--- src/rtl/ahb_pkg.sv ---
// ---------------------------------------------------------------------------
// ahb_pkg
// Shared AHB encodings for the data-phase response path. It holds the HTRANS
// and HRESP encodings and the default-slave state type.
// ---------------------------------------------------------------------------
package ahb_pkg;

   localparam logic [1:0] HTRANS_IDLE   = 2'b00;
   localparam logic [1:0] HTRANS_BUSY   = 2'b01;
   localparam logic [1:0] HTRANS_NONSEQ = 2'b10;
   localparam logic [1:0] HTRANS_SEQ    = 2'b11;

   localparam logic HRESP_OKAY  = 1'b0;
   localparam logic HRESP_ERROR = 1'b1;

   typedef enum logic [1:0] {
      DS_IDLE = 2'd0,
      DS_ERR1 = 2'd1,
      DS_ERR2 = 2'd2
   } ds_state_t;

endpackage

--- src/rtl/ahb_default_slave.sv ---
// ---------------------------------------------------------------------------
// ahb_default_slave
// Default slave for the AHB response mux. It produces the two-cycle ERROR
// response (ERR1: HREADY=0/HRESP=1, then ERR2: HREADY=1/HRESP=1) for armed
// transfers. When AHB_RESP_MUX_TIMEOUT_EN is defined it also contains the
// stall watchdog that aborts a slave which holds HREADY low too long.
//
// state   | meaning
// --------+-------------------------------------------------------------
// DS_IDLE | no error in progress; HREADY=1, HRESP=OKAY
// DS_ERR1 | first ERROR cycle; HREADY=0, HRESP=ERROR
// DS_ERR2 | second ERROR cycle; HREADY=1, HRESP=ERROR, can re-arm
//
// Ports:
//   HCLK, HRESETn : bus clock, async active-low reset
//   arm           : the address phase on the bus needs an ERROR response
//   accept        : the address phase is accepted on this edge (bus HREADY)
//   force_err     : the selected slave is holding HREADY low this cycle; a
//                   run of TIMEOUT_CYCLES of these forces an ERROR (watchdog)
//   ds_ready      : default-slave HREADY (registered)
//   ds_resp       : default-slave HRESP (registered)
//   abort         : watchdog fires on this edge; the top drops its select
//   timeout_irq   : sticky watchdog flag
// ---------------------------------------------------------------------------
module ahb_default_slave #(
   parameter int TIMEOUT_CYCLES = 16
) (
   input  logic HCLK,
   input  logic HRESETn,
   input  logic arm,
   input  logic accept,
   input  logic force_err,
   output logic ds_ready,
   output logic ds_resp,
   output logic abort,
   output logic timeout_irq
);

   import ahb_pkg::*;

   ds_state_t state;
   logic      wd_hit;
   logic      start_err;

`ifdef AHB_RESP_MUX_TIMEOUT_EN
   localparam int CW = $clog2(TIMEOUT_CYCLES + 1);

   logic [CW-1:0] wd_cnt;
   logic          irq_q;

   // Fire on the edge that would complete the TIMEOUT_CYCLES-th stall cycle,
   // so the ERROR starts right after exactly that many stalled cycles.
   assign wd_hit = force_err && (wd_cnt == CW'(TIMEOUT_CYCLES - 1));

   always_ff @(posedge HCLK or negedge HRESETn) begin
      if (!HRESETn) begin
         wd_cnt <= '0;
         irq_q  <= 1'b0;
      end else if (wd_hit) begin
         wd_cnt <= '0;
         irq_q  <= 1'b1;
      end else if (force_err) begin
         wd_cnt <= wd_cnt + CW'(1);
      end else begin
         wd_cnt <= '0;
      end
   end

   assign timeout_irq = irq_q;
`else
   logic unused_force_err;
   localparam int unused_timeout = TIMEOUT_CYCLES;

   assign unused_force_err = force_err;
   assign wd_hit           = 1'b0;
   assign timeout_irq      = 1'b0;
`endif

   assign abort     = wd_hit;
   assign start_err = (accept && arm) || wd_hit;

   always_ff @(posedge HCLK or negedge HRESETn) begin
      if (!HRESETn) begin
         state    <= DS_IDLE;
         ds_ready <= 1'b1;
         ds_resp  <= HRESP_OKAY;
      end else begin
         case (state)
            DS_ERR1: begin
               state    <= DS_ERR2;
               ds_ready <= 1'b1;
               ds_resp  <= HRESP_ERROR;
            end
            default: begin
               // IDLE and ERR2 behave alike: ERR2 has HREADY=1, so a new
               // armed transfer accepted there chains straight into ERR1.
               if (start_err) begin
                  state    <= DS_ERR1;
                  ds_ready <= 1'b0;
                  ds_resp  <= HRESP_ERROR;
               end else begin
                  state    <= DS_IDLE;
                  ds_ready <= 1'b1;
                  ds_resp  <= HRESP_OKAY;
               end
            end
         endcase
      end
   end

endmodule

--- src/rtl/ahb_resp_mux.sv ---
// ---------------------------------------------------------------------------
// ahb_resp_mux
// AHB data-phase response multiplexer. It registers the decoder's one-hot
// slave select on each accepted address phase and steers that slave's
// HRDATA/HREADYOUT/HRESP to the master during the data phase. Unmapped or
// multi-selected active transfers go to the internal default slave, which
// answers with a two-cycle ERROR.
//
// Build option: define AHB_RESP_MUX_TIMEOUT_EN to include the stall
// watchdog (TIMEOUT_CYCLES); without it TIMEOUT_IRQ is tied low.
//
// Ports:
//   HCLK, HRESETn : bus clock, async active-low reset
//   HSELx         : address-phase one-hot slave select
//   HERROR        : address-phase unmapped-address flag
//   HTRANS        : master transfer type
//   HRDATA_S      : packed slave read data, slave i at [i*DATA_WIDTH +: DATA_WIDTH]
//   HREADYOUT_S   : per-slave ready
//   HRESP_S       : per-slave response
//   HRDATA        : muxed read data
//   HREADY        : muxed ready to master and slaves
//   HRESP         : muxed response
//   TIMEOUT_IRQ   : sticky watchdog flag
// ---------------------------------------------------------------------------
module ahb_resp_mux #(
   parameter int NUM_SLAVES     = 4,
   parameter int DATA_WIDTH     = 32,
   parameter int TIMEOUT_CYCLES = 16
) (
   input  logic                             HCLK,
   input  logic                             HRESETn,
   input  logic [NUM_SLAVES-1:0]            HSELx,
   input  logic                             HERROR,
   input  logic [1:0]                       HTRANS,
   input  logic [NUM_SLAVES*DATA_WIDTH-1:0] HRDATA_S,
   input  logic [NUM_SLAVES-1:0]            HREADYOUT_S,
   input  logic [NUM_SLAVES-1:0]            HRESP_S,
   output logic [DATA_WIDTH-1:0]            HRDATA,
   output logic                             HREADY,
   output logic                             HRESP,
   output logic                             TIMEOUT_IRQ
);

   import ahb_pkg::*;

   logic [NUM_SLAVES-1:0] sel_q;
   logic                  addr_active;
   logic                  sel_onehot;
   logic                  arm;
   logic                  slave_active;
   logic [DATA_WIDTH-1:0] sel_data;
   logic                  sel_ready;
   logic                  sel_resp;
   logic                  ds_ready;
   logic                  ds_resp;
   logic                  abort;

   assign addr_active = (HTRANS == HTRANS_NONSEQ) || (HTRANS == HTRANS_SEQ);
   assign sel_onehot  = $onehot(HSELx);
   assign arm         = addr_active && (HERROR || !sel_onehot);

   always_ff @(posedge HCLK or negedge HRESETn) begin
      if (!HRESETn) begin
         sel_q <= '0;
      end else if (abort) begin
         sel_q <= '0;
      end else if (HREADY) begin
         sel_q <= (addr_active && sel_onehot && !HERROR) ? HSELx : '0;
      end
   end

   // sel_q is one-hot or zero, so OR-reduction is a plain mux and yields
   // zero data when nothing is selected.
   always_comb begin
      sel_data  = '0;
      sel_ready = 1'b0;
      sel_resp  = 1'b0;
      for (int i = 0; i < NUM_SLAVES; i++) begin
         if (sel_q[i]) begin
            sel_data  = sel_data | HRDATA_S[i*DATA_WIDTH +: DATA_WIDTH];
            sel_ready = sel_ready | HREADYOUT_S[i];
            sel_resp  = sel_resp | HRESP_S[i];
         end
      end
   end

   assign slave_active = |sel_q;

   assign HRDATA = sel_data;
   assign HREADY = slave_active ? sel_ready : ds_ready;
   assign HRESP  = slave_active ? sel_resp  : ds_resp;

   ahb_default_slave #(
      .TIMEOUT_CYCLES (TIMEOUT_CYCLES)
   ) u_default_slave (
      .HCLK        (HCLK),
      .HRESETn     (HRESETn),
      .arm         (arm),
      .accept      (HREADY),
      .force_err   (slave_active && !sel_ready),
      .ds_ready    (ds_ready),
      .ds_resp     (ds_resp),
      .abort       (abort),
      .timeout_irq (TIMEOUT_IRQ)
   );

endmodule

--- config.mk ---
export PLATFORM = sky130hd
export DESIGN_NAME = ahb_resp_mux
export DESIGN_NICKNAME = d
export VERILOG_FILES = /design/src/rtl/ahb_pkg.sv /design/src/rtl/ahb_default_slave.sv /design/src/rtl/ahb_resp_mux.sv
export SDC_FILE = /design/constraint.sdc
export NUM_CORES = 1
export LEC_CHECK = 0
export CORE_MARGIN = 1.5
export CORE_UTILIZATION = 25
export DETAILED_ROUTE_END_ITERATION = 6
export PLACE_DENSITY = 0.88
export SLEW_MARGIN = 30
export SYNTH_ARGS = -nofsm -noshare
export SYNTH_HDL_FRONTEND = slang
export SYNTH_SLANG_ARGS = --single-unit
--- constraint.sdc ---
create_clock -name HCLK -period 3.3 [get_ports HCLK]
set_clock_uncertainty 0.1 [all_clocks]
set_input_delay 0.33 -clock HCLK [delete_from_list [all_inputs] [get_ports HCLK]]
set_output_delay 0.33 -clock HCLK [all_outputs]
set_load 0.005 [all_outputs]
Word-level counts from Yosys, hierarchy flattened
Index checks and enable logic that the tools add are counted.
Storage, ports and cells
  register bits after elaboration: 8
  latch bits: 0
  RAM bits: 0
  bits in read-only memories: 0
  input bits: 145
  output and inout port bits: 35
  word-level logic and storage cells: 50
  memories kept: 0
Operators by class
  add/subtract/negate cells: 3
  $mul: 0
  div/mod/pow operators: 0
  order comparisons: 0
  equal/unequal tests: 4
  shift operators: 0
  mux-type cells: 21
  bitwise gates (word level): 9
  reductions and logical operators: 9
Operator list (count)
  $mux 32: 4
  $or 32x32->32: 3
  $mux 1: 15
  $or 1x1->1: 6
  $add 1x1->2: 2
  $eq 2x2->1 const B: 2
  $logic_and 1x1->1: 4
  $mux 4: 1
  $reduce_or 4->1: 1
  $add 2x2->3: 1
  $eq 3x1->1 const B: 1
  $eq 2x1->1 const B: 1
  $logic_not 1->1: 2
  $logic_or 1x1->1: 2
  $mux 2: 1

Logic depth before layout (Yosys ltp)
  depth after elaboration: 11
  mapped depth: 8
  depth with buffers taken out: 8

Modules after synthesis
A second synthesis with hierarchy kept.
Second synthesis, totals
  cells, all modules: 163
  area total of the unflattened synthesis: 1142.3 um2
Modules (own cells, without submodules)
  ahb_resp_mux: times used 1, cells each 150, area each 985.9 um2, seq. area each 100.1 um2
  ahb_default_slave: times used 1, cells each 13, area each 156.4 um2, seq. area each 101.3 um2

Worst setup path before layout
Ideal clock, no wire load.
  path type: input -> register
  start point: in HSELx[0]
  end point: reg sel_q[0]
  library setup time: 95 ps
  arrival: 2392 ps
  required time: 3105 ps
  slack: 712 ps
  cell stages on the path: 8
  path buffers: 0
  cells stage by stage: inv_1 > fa_1 > inv_1 > ha_1 > ha_1 > nor4b_1 > nand3_1 > o31ai_1
Between the ends
  longest elaborated chain between the ends: 6
RTL lines
  from (decl): RTL line ahb_resp_mux.sv:32  | input logic [NUM_SLAVES-1:0] HSELx,
  $add 1x1->2 (not written as such): RTL line ahb_resp_mux.sv:59  | assign sel_onehot = $onehot(HSELx);
  $add 2x2->3 (not written as such): RTL line ahb_resp_mux.sv:59
  $eq 3x1->1: RTL line ahb_resp_mux.sv:59
  $logic_and 1x1->1 (2 in series): RTL line ahb_resp_mux.sv:68  | sel_q <= (addr_active && sel_onehot && !HERROR) ? HSELx : '0;
  $mux 4 (*): RTL line ahb_resp_mux.sv:68
  to (signal assigned): RTL line ahb_resp_mux.sv:68
  to (decl): RTL line ahb_resp_mux.sv:46  | logic [NUM_SLAVES-1:0] sel_q;
Mark *: on every way between the ends. The rest lies on a longest branch, timed or not.
A chain may end at the register's enable or synchronous reset.

Worst setup path after layout
  start point: reg sel_q[1]
  end point: out HREADY
Between the ends
  longest elaborated chain between the ends: 6
  elaborated cells between the ends (all ways): 7
  those cells by class: 4 x mux; 2 x bitwise; 1 x reduce/logical
RTL lines
  $mux 1: RTL line ahb_resp_mux.sv:79  | if (sel_q[i]) begin
  $or 1x1->1: RTL line ahb_resp_mux.sv:81  | sel_ready = sel_ready | HREADYOUT_S[i];
  $mux 1: RTL line ahb_resp_mux.sv:79
  $or 1x1->1: RTL line ahb_resp_mux.sv:81
  $mux 1: RTL line ahb_resp_mux.sv:79
  $mux 1 (*): RTL line ahb_resp_mux.sv:90  | assign HREADY = slave_active ? sel_ready : ds_ready;
  to (decl): RTL line ahb_resp_mux.sv:39  | output logic HREADY,
Marks and branches as above.

==> flow_summary.json <==
{
  "grt_max_degree": 36,
  "crit_fanout": 19,
  "drt-total-wl_um": 6560,
  "cp.depth": 4,
  "synth_top_cells_by_count": "a22oi_1 (68), nand2_1 (32), clkbuf_1 (12)",
  "hold_path.class": "in -> async",
  "syn_nets": 309,
  "grt_overflow": 0,
  "drv_slew": 0,
  "finalSetupViolCount": 0,
  "synth_top_area_share_pct": 44.1,
  "ys_async_sr_fraction_pct": 100,
  "initial_core_util_pct": 26.2,
  "synth_seq_cells": 8,
  "drv_cap": 0,
  "yosysSeqAreaShare_pct": 17.4,
  "clkLatencyLatePin_ns": 0.23,
  "grt_pass1_vias": 1960,
  "synth_area_leader_cell": "a22oi_1",
  "rsz0062_at_grt": "false",
  "grt_use_met3_pct": 5.13,
  "setup_tns_ns": 0,
  "slowest_stage": "or4_4",
  "htreeDepth": 1,
  "criticalPathCategory": "reg -> out",
  "synth_most_common_cell": "a22oi_1",
  "use_met2_pct": 44.5,
  "synth_edf_count": 0,
  "clock_sinks": 8,
  "critical_path.top_delay_family": "simple AND/OR/NAND/NOR gates",
  "path_cells": "or4_4, nor2_1, nor2_1, clkdlybuf4s50_1",
  "diodes": 0,
  "cts_tree": "done",
  "place_ws_ns": 0.403,
  "synth.distinct_cells": 25,
  "worst_pin_slew_ns": 0.723,
  "vias_per_cell": 5.26,
  "wire_per_inst_um": 17.3,
  "grt_pass1_wl_um": 9920,
  "path_common_cell": "nor2_1",
  "cts_buffers": 3,
  "worst-path-buf-inv": 1,
  "cpPeakStageDelay_ns": 0.68,
  "finalHoldViolations": 0,
  "num-fill-cells": 380,
  "ys.flop_type": "dfrtp_1",
  "place_hpwl_um": 5270,
  "reg2regPathDepth": 3,
  "place_congestion": 0.824,
  "post_cts_buffers": 0,
  "cts_root_buffer": "clkbuf_8",
  "peakVddDrop_mv": 0.352,
  "min_period_ns": 2.79,
  "min_period_over_period_pct": 84.7,
  "die_y_um": 71.0,
  "port_buffers": 177,
  "status": "complete, no violations",
  "cp-start-kind": "register",
  "syn_area_per_cell_sq_um": 7.19,
  "setup_ws_ns": 0.506,
  "arrival_ns": 2.36,
  "fin_hold_ws_ns": 0.273,
  "path_clk_slew_ns": 0.05,
  "io_pins": 180,
  "busiest_layer": "met2",
  "std_cell_rows": 24,
  "design.final.nets": 477,
  "fmax_mhz": 358,
  "synthCells": 161,
  "p_leak_nw": 1.20,
  "die_area_sq_um": 5050,
  "layout-drive-gt1-share_pct": 3.35,
  "drt-pass1-iter-count": 4,
  "ant_nets": 0,
  "hold_buffers": 0,
  "required_ns": 2.87,
  "drc": 0,
  "syn_area_sq_um": 1160,
  "ys_top_cells_by_area": "a22oi_1 (44%), dfrtp_1 (15%), nand2_1 (10%), clkbuf_1 (3.9%), buf_6 (2.9%)",
  "grt_use_total_pct": 24.4,
  "p_per_area_nw_per_um2": 214,
  "crit_path_end_kind": "output port",
  "timing.slew.headroom_pct": 51.8,
  "antenna_found_initial": 0,
  "ctsLongestPathBuffers": 2,
  "yosys_warnings": 0,
  "cts_resized": 0,
  "die_width_um": 71.0,
  "area.growth.synth_to_final_pct": 157,
  "coreArea_sq_um": 4410,
  "first_iter_violations": 118,
  "grtUsageMet1_pct": 28.8,
  "vias": 1998
}
-- power by group --
group / switching, W / total [W] / internal [W]
Clock: 0.0000403 / 0.000124 / 0.0000839
Sequential: 0.0000148 / 0.000133 / 0.000118
Combinational: 0.000117 / 0.000380 / 0.000263
-- routing by layer --
metal	vias to the layer above	routed length, um
met4	0	99
met1	934	2600
met3	10	432
met5	-	0
li1	964	-
met2	90	3430
-- kinds of logic (layout without fill, tap and decap cells) --
| family | count (synthesis) | in the layout | share of synthesized area, % |
|---|---|---|---|
| adder cells (fa/ha/maj) | 3 | 3 | 3.89 |
| buffers and inverters | 25 | 192 | 10.5 |
| other | 1 | 1 | 0.324 |
| AND/OR/NAND/NOR | 49 | 49 | 19.5 |
| AO/OA/AOI/OAI | 75 | 75 | 48.4 |
| flip-flops | 8 | 8 | 17.4 |
-- final timing paths --
| path | start | end | slack, ns |
|---|---|---|---|
| hold / removal | HRESETn | sel_q[2]$_DFFE_PN0P_ | 0.27 |
| min in group HCLK | u_default_slave.state[1]$_DFF_PN0_ | u_default_slave.state[1]$_DFF_PN0_ | 0.34 |
| hold reg to reg | u_default_slave.state[1]$_DFF_PN0_ | u_default_slave.state[1]$_DFF_PN0_ | 0.34 |
| max in group asynchronous | HRESETn | u_default_slave.ds_ready$_DFF_PN1_ | 2.52 |
| setup / recovery | sel_q[1]$_DFFE_PN0P_ | HREADY | 0.51 |
| setup reg to reg | sel_q[1]$_DFFE_PN0P_ | u_default_slave.ds_ready$_DFF_PN1_ | 1.05 |
-- final cells by class --
class	count	area (sq um)	share of cell area (%)
repair buffers	182	1810	60.8
clock buffers	4	45.0	1.51
flip-flops and latches	8	201	6.76
multi-input cells	128	835	28.0
well taps	52	65.1	2.18
inverters	6	22.5	0.756
-- registers in the layout, summed over array words and instances (netlist names) --
signal	cells
sel_q	4
u_default_slave.ds_resp	1
u_default_slave.ds_ready	1
u_default_slave.state	2
-- cells in the final DEF, fill, tap and decap left out --
| cell type | Yosys | layout |
|---|---|---|
| nor2_1 | 4 | 4 |
| clkbuf_8 | 0 | 3 |
| nor4b_1 | 1 | 1 |
| dfstp_2 | 1 | 1 |
| a22oi_1 | 68 | 68 |
| clkdlybuf4s50_1 | 0 | 177 |
| nand4_1 | 4 | 4 |
| inv_1 | 6 | 6 |
| nand2_1 | 32 | 32 |
| fa_1 | 1 | 1 |
| a31oi_1 | 1 | 1 |
| o32ai_1 | 1 | 1 |
| conb_1 | 1 | 1 |
| nor4_1 | 1 | 1 |
| dfrtp_1 | 7 | 7 |
| o21ai_0 | 1 | 1 |
| or4_4 | 1 | 1 |
| or4_1 | 1 | 1 |
| clkbuf_1 | 12 | 1 |
| buf_4 | 1 | 5 |
| nand3_1 | 4 | 4 |
| o31ai_1 | 4 | 4 |
| and3_4 | 1 | 1 |
| ha_1 | 2 | 2 |
-- per-stage QoR --
step / util [%] / total power [W] / area [sq um] / instances
2_1_floorplan: - / 0.000242 / 1160 / 161
3_3_place_gp: 66.4 / 0.000505 / 2930 / 376
3_5_place_dp: 66.4 / 0.000515 / 2930 / 376
4_1_cts: 67.5 / 0.000640 / 2980 / 380
5_1_grt: 67.5 / 0.000678 / 2980 / 380
6_report: 67.5 / 0.000638 / 2980 / 380
Note: power is estimated with default switching activity, not from simulation.
